$ cat src/rtl/jtag_dr_engine.sv
// Virtual JTAG data-register engine: bypass, status, command-write and
// response-read registers behind one shared shift register.
module jtag_dr_engine #(
   parameter int unsigned DATA_WIDTH = 32
) (
   input  logic                  clk,
   input  logic                  reset,
   input  logic [1:0]            ir_in,
   input  logic                  tdi,
   input  logic                  virtual_state_cdr,
   input  logic                  virtual_state_sdr,
   input  logic                  virtual_state_udr,
   output logic                  tdo,
   output logic [1:0]            ir_out,
   output logic [DATA_WIDTH-1:0] cmd_data,
   output logic                  cmd_valid,
   input  logic                  cmd_ready,
   input  logic [DATA_WIDTH-1:0] rsp_data,
   input  logic                  rsp_valid,
   output logic                  rsp_ready
);

   localparam logic [1:0] IR_STATUS = 2'd1;
   localparam logic [1:0] IR_CMD    = 2'd2;
   localparam logic [1:0] IR_RSP    = 2'd3;
   localparam int unsigned STATUS_LEN = 8;

   logic [DATA_WIDTH-1:0] sr;
   logic [DATA_WIDTH-1:0] sr_capture;
   logic [DATA_WIDTH-1:0] sr_shift;
   logic [DATA_WIDTH-1:0] rsp_buf;
   logic                  rsp_held;
   logic                  overflow;
   logic                  do_update;
   logic                  cmd_update;
   logic                  rsp_update;
   logic                  status_update;
   logic                  rsp_take;

   // Capture value and one-bit shift for the register selected by ir_in
   always_comb begin
      sr_capture = '0;
      sr_shift   = sr;
      case (ir_in)
         IR_STATUS: begin
            sr_capture[2:0]          = {overflow, rsp_held, cmd_valid};
            sr_shift[STATUS_LEN-1:0] = {tdi, sr[STATUS_LEN-1:1]};
         end
         IR_CMD: begin
            sr_shift = {tdi, sr[DATA_WIDTH-1:1]};
         end
         IR_RSP: begin
            sr_capture = rsp_buf;
            sr_shift   = {tdi, sr[DATA_WIDTH-1:1]};
         end
         default: begin
            sr_shift[0] = tdi;
         end
      endcase
   end

   // Update only counts when neither higher-priority strobe is present
   assign do_update     = virtual_state_udr && !virtual_state_cdr && !virtual_state_sdr;
   assign cmd_update    = do_update && (ir_in == IR_CMD);
   assign rsp_update    = do_update && (ir_in == IR_RSP);
   assign status_update = do_update && (ir_in == IR_STATUS);
   assign rsp_take      = rsp_valid && !rsp_held;

   always_ff @(posedge clk or posedge reset) begin
      if (reset) begin
         sr        <= '0;
         cmd_data  <= '0;
         cmd_valid <= 1'b0;
         rsp_buf   <= '0;
         rsp_held  <= 1'b0;
         overflow  <= 1'b0;
      end else begin
         if (virtual_state_cdr) begin
            sr <= sr_capture;
         end else if (virtual_state_sdr) begin
            sr <= sr_shift;
         end

         // A same-cycle accept frees the slot, so the new word may replace it
         if (cmd_update) begin
            if (!cmd_valid || cmd_ready) begin
               cmd_data  <= sr;
               cmd_valid <= 1'b1;
            end else begin
               overflow <= 1'b1;
            end
         end else if (cmd_valid && cmd_ready) begin
            cmd_valid <= 1'b0;
         end

         if (status_update && sr[2]) begin
            overflow <= 1'b0;
         end

         if (rsp_take) begin
            rsp_buf  <= rsp_data;
            rsp_held <= 1'b1;
         end else if (rsp_update) begin
            rsp_held <= 1'b0;
         end
      end
   end

   assign tdo       = sr[0];
   assign ir_out    = {rsp_held, cmd_valid};
   assign rsp_ready = !rsp_held;

endmodule

$ cat config.mk
export PLATFORM = sky130hd
export DESIGN_NAME = jtag_dr_engine
export DESIGN_NICKNAME = d
export VERILOG_FILES = /design/src/rtl/jtag_dr_engine.sv
export SDC_FILE = /design/constraint.sdc
export NUM_CORES = 1
export LEC_CHECK = 0
export ABC_AREA = 1
export BUFFER_PORTS_ARGS = -buffer_cell sky130_fd_sc_hd__buf_2
export CELL_PAD_IN_SITES_DETAIL_PLACEMENT = 0
export CELL_PAD_IN_SITES_GLOBAL_PLACEMENT = 1
export CORE_UTILIZATION = 35
export CTS_BUF_LIST = sky130_fd_sc_hd__clkbuf_8 sky130_fd_sc_hd__clkbuf_16
export DETAILED_ROUTE_END_ITERATION = 12
export GPL_TIMING_DRIVEN = 0
export PLACE_DENSITY_LB_ADDON = 0.3
export REMOVE_ABC_BUFFERS = 1
export SLEW_MARGIN = 10
export SYNTH_ARGS = -nofsm -noshare
export SYNTH_HDL_FRONTEND = slang
export SYNTH_SLANG_ARGS = --single-unit
$ cat constraint.sdc
create_clock -name clk -period 3.65 [get_ports clk]
set_input_delay 0 -clock clk [delete_from_list [all_inputs] [get_ports clk]]
set_output_delay 0 -clock clk [all_outputs]
set_load 0.03 [all_outputs]
After elaboration in Yosys (flattened, before gate mapping)
Cells that the tools add are included.
{"block": "word_totals", "register_bits": 99, "output_inout_bits": 37, "wordCells": 54}
{"block": "classes", "eq_ne": 5, "mux": 15, "reduce_logical": 26}
{"operator": "two-way mux 32 bit", "n": 2}
{"operator": "two-way mux 29 bit", "n": 1}
{"operator": "two-way mux 24 bit", "n": 1}
{"operator": "one-hot mux 7 bit (2 select lines)", "n": 1}
{"operator": "AND reduction 2 bit", "n": 5}
{"operator": "nonzero test 2 bit", "n": 5}
{"operator": "two-way mux 1 bit", "n": 9}
{"operator": "logical AND 1 bit", "n": 8}
{"operator": "one-hot mux 3 bit (2 select lines)", "n": 1}
{"operator": "equality test 2 bit, second input constant", "n": 2}
{"operator": "logical NOT 1 bit", "n": 4}
{"operator": "inequality test 2 x 1 -> 1 bit, second input constant", "n": 2}
{"operator": "nonzero test 3 bit", "n": 1}
{"operator": "OR reduction 3 bit", "n": 1}
{"operator": "equality test 2 x 1 -> 1 bit, second input constant", "n": 1}
{"operator": "OR reduction 2 bit", "n": 1}
{"operator": "logical OR 1 bit", "n": 1}

Logic depth before layout (Yosys ltp)
{"block": "depth", "word_depth": 7, "depth_mapped": 9}

Worst setup path after synthesis
OpenSTA, ideal clock, no wires.
{"block": "synth_timing", "path_kind": "register to register", "from": "reg cmd_valid", "to": "reg cmd_data[0]", "setup_time_ps": 118, "t_arrival_ps": 1164, "setup_slack_ps": 2368, "path_stages_with_launch": 7, "path_buffers": 1, "synth_period_minus_slack_ps": 1282, "cell_sequence": "dfrtp_1 -> inv_1 -> nor2_1 -> inv_2 -> clkbuf_1 -> nand4_1 -> nand2_1"}
{"block": "synth_via", "elab_chain_cells": 3}
{"element": "from (decl)", "line_no": "16", "text": "output logic cmd_valid,"}
{"element": "from (signal assigned)", "line_no": "73", "text": "cmd_valid <= 1'b0;"}
{"element": "from (signal assigned)", "line_no": "88", "text": "cmd_valid <= 1'b1;"}
{"element": "from (signal assigned)", "line_no": "93", "text": "cmd_valid <= 1'b0;"}
{"element": "logical NOT 1 bit", "line_no": "86", "text": "if (!cmd_valid || cmd_ready) begin"}
{"element": "logical OR 1 bit", "line_no": "86"}
{"element": "AND reduction 2 bit (no source line)"}
{"element": "to (signal assigned)", "line_no": "87", "text": "cmd_data <= sr;"}
{"element": "to (decl)", "line_no": "15", "text": "output logic [DATA_WIDTH-1:0] cmd_data,"}
Every way passes these cells.
A chain may end at the register's enable or synchronous reset.

Final worst setup path
{"block": "layout_timing", "from": "reg rsp_held", "to": "reg rsp_buf[21]"}
{"block": "layout_via", "elab_chain_cells": 2}
{"element": "from (decl)", "line_no": "32", "text": "logic rsp_held;"}
{"element": "from (signal assigned)", "line_no": "75", "text": "rsp_held <= 1'b0;"}
{"element": "from (signal assigned)", "line_no": "102", "text": "rsp_held <= 1'b1;"}
{"element": "from (signal assigned)", "line_no": "104", "text": "rsp_held <= 1'b0;"}
{"element": "logical NOT 1 bit", "line_no": "67", "text": "assign rsp_take = rsp_valid && !rsp_held;"}
{"element": "logical AND 1 bit", "line_no": "67"}
{"element": "to (signal assigned)", "line_no": "101", "text": "rsp_buf <= rsp_data;"}
{"element": "to (decl)", "line_no": "31", "text": "logic [DATA_WIDTH-1:0] rsp_buf;"}
Every way passes these cells.

==> impl_results.md <==
* Worst endpoint data arrival time at 2810 ps
* Final hold vios at 0
* Port bufs at 78
* Wire length per cell at 12.4 um
* Worst Setup EP: rsp_buf[21]$_DFFE_PP0P_
* Mean Syn Cell Area at 7.97 sq um
* Yosys cell types at 20
* Largest net degree at the start of global routing at 66
* Req. time, crit path at 3920 ps
* Antenna Cells at 0
* Routed Antenna Nets at 0
* Synth area leaders: dfrtp_1 (55%), nand2_1 (27%), nand4_1 (4.5%)
* Outcome: finished clean
* Setup tns final at 0 ps
* Post-route total power at 0.00336 W
* Nets at 693
* CTS H-tree depth at 3
* Die Height at 115 um
* Instance count of the mapped netlist at 562
* R2R Setup Slk at 1120 ps
* Cts repair resizes at 0
* Worst Hold Class: in -> reg
* Clk_lat worst skew at 340 ps
* Worst slew pin tran at 1030 ps
* Most frequent cells after synthesis: nand2_1 (317), dfrtp_1 (99), nand3_1 (38), nand4_1 (32), buf_2 (13)
* Setup CP Type: reg -> reg
* Setup Skew at 5.86 ps
* CTS root buf: clkbuf_16
* Core Box Area at 0.0123 sq mm
* EDFF count, synth at 0
* Max Freq at 395 MHz
* Final WL at 10200 um
* Global-route usage over all layers at 16.7%
* Reg2Reg Launch Point: rsp_held$_DFFE_PP0P_
* Bufs on Longest Clock Path at 2
* PD cells at 604 mW/mm^2
* I/O pin total at 79
* Crit path launch: rsp_held$_DFFE_PP0P_
* Drt first pass iters at 4
* Die width at 115 um
* GRT Residual Overflow at 0
* CTS tree: built
* Most frequent cell after synthesis: nand2_1
* CP Capture Type: register
* Via count at 3676
* Initial Utilization at 36.5%
* Max cap viols at 0
* Asr flop ratio synth at 100%
* Ratio of cells with drive above 1 in the final layout at 16.2%
* CP Launch Type: register
* RSZ-0062 raised after global routing: false
* Final HPWL DP at 6880 um
* Core Rows at 40
* Placed Instances at 774
* Leak Pwr at 3.12 nW
* R2r worst-path depth at 4
* Setup-failing EPs final at 0
* VDD IR max at 0.000251 V
* Post-Syn Area at 0.00448 sq mm
* Final Max Slew Viols at 0
* GPL Wtd Cong at 0.766
* P&R area growth vs syn at 24.1%
* Die area at 0.0133 sq mm
* Synth Flop Type: dfrtp_1
* Post-synthesis sequential area ratio at 55.3%
* Critical R2R Capture: rsp_buf[21]$_DFFE_PP0P_
* DRC viols at 0
* Post-synth top area share at 55.3%
* Yosys warning total at 0
* CTS buffer count at 9
* #FFs+latches synth at 99
* CTS clk-pin slew, worst paths at 60 ps
* Non-Filler Instances at 822
* Crit-path max FO at 34
* Clock period minus worst slack at 2530 ps
* Yosys top cell by area: dfrtp_1
* DRT iter0 DRCs at 223
* Vias per inst at 4.47
* Slew HR at 31.1%
* Initial antenna violation count at 0
* Clk sink count at 99
* Vias in the first global route at 3388
* Tcrit/Tclk final at 69.3%
* First-pass GRT wire length at 17300 um
## how the worst min path moves through the flow
stage,endpoint,start,depth (start not counted)
global route,overflow$_DFFE_PP0P_,virtual_state_udr,4
floorplan,rsp_buf[0]$_DFFE_PP0P_,rsp_valid,2
global placement,rsp_buf[17]$_DFFE_PP0P_,rsp_data[17],3
CTS,overflow$_DFFE_PP0P_,virtual_state_udr,4
finish,overflow$_DFFE_PP0P_,virtual_state_udr,4
detailed placement,sr[0]$_DFFE_PP0P_,reset,2
## worst max-delay path, cell delays in order (launching register included)
cell and delay [ps]:
dfrtp_1 400, clkinv_1 720, nand2_1 1120, nand2_1 130
nand2_1 90
## layout make-up
class	instances	area [sq um]
Timing Repair Buffer	113	758
Tap cell	168	210
Inverter	14	55.1
Sequential cell	99	2480
Multi-Input combinational cell	414	1740
Fill cell	1291	6700
Clock buffer	11	253
Clock inverter	3	63.8
## report_power, final
group          internal (W)  switching [W]
registers           0.00139       0.000184
logic              0.000257       0.000528
clock network      0.000628       0.000373
total               0.00227        0.00109
## repair_timing
item                                    in CTS  in global routing
hold endpoints to repair                    67                  0
endpoints found under the setup margin       0                  0
buffers inserted                             0                  0
hold buffers                                34                  0
## cell usage in the layout, fill, tap and decap left out
cell type,instances
nand3_1,38
o21ai_0,5
bufinv_16,2
clkbuf_8,2
dfrtp_1,99
inv_1,9
nor2_1,11
clkbuf_16,9
nand2_2,3
nand4_1,32
nor2_2,2
nand2_1,317
a21oi_1,1
dlygate4sd3_1,34
buf_16,1
clkinv_1,1
buf_2,78
nor3b_1,1
inv_4,1
inv_2,4
nand3_4,1
nor2_4,3
## state kept, by name, indices dropped and copies added (netlist names)
| register | flops |
|---|---|
| rsp_buf | 32 |
| sr | 32 |
| overflow | 1 |
| cmd_valid | 1 |
| cmd_data | 32 |
| rsp_held | 1 |
## per-layer routing
layer | part of all wire, % | global-route usage, % | vias up
met3 | 3.9 | 2.53 | 10
met5 | 0 | 0 | -
met4 | 1.5 | 7.01 | 0
met2 | 40 | 22.5 | 71
li1 | - | - | 1948
met1 | 55 | 26.2 | 1647
## cells by family (layout without fill, tap and decap cells)
logic type / Yosys count / after routing / synth area share, %
compound gates: 6 / 6 / 0.670
buf+inv: 49 / 141 / 5.81
flops: 99 / 99 / 55.3
simple gates: 408 / 408 / 38.2
## metrics by stage
step	util, %	hold WS [ps]	setup WS (ps)	instance area, sq um
2_1_floorplan	-	144	1060	4270
3_3_place_gp	39.7	231	-84.7	4870
3_5_place_dp	40.0	65.1	1030	4900
4_1_cts	45.3	18.0	1010	5560
5_1_grt	45.3	72.7	750	5560
6_report	45.3	34.0	1120	5560
Note: power is estimated with default switching activity, not from simulation.
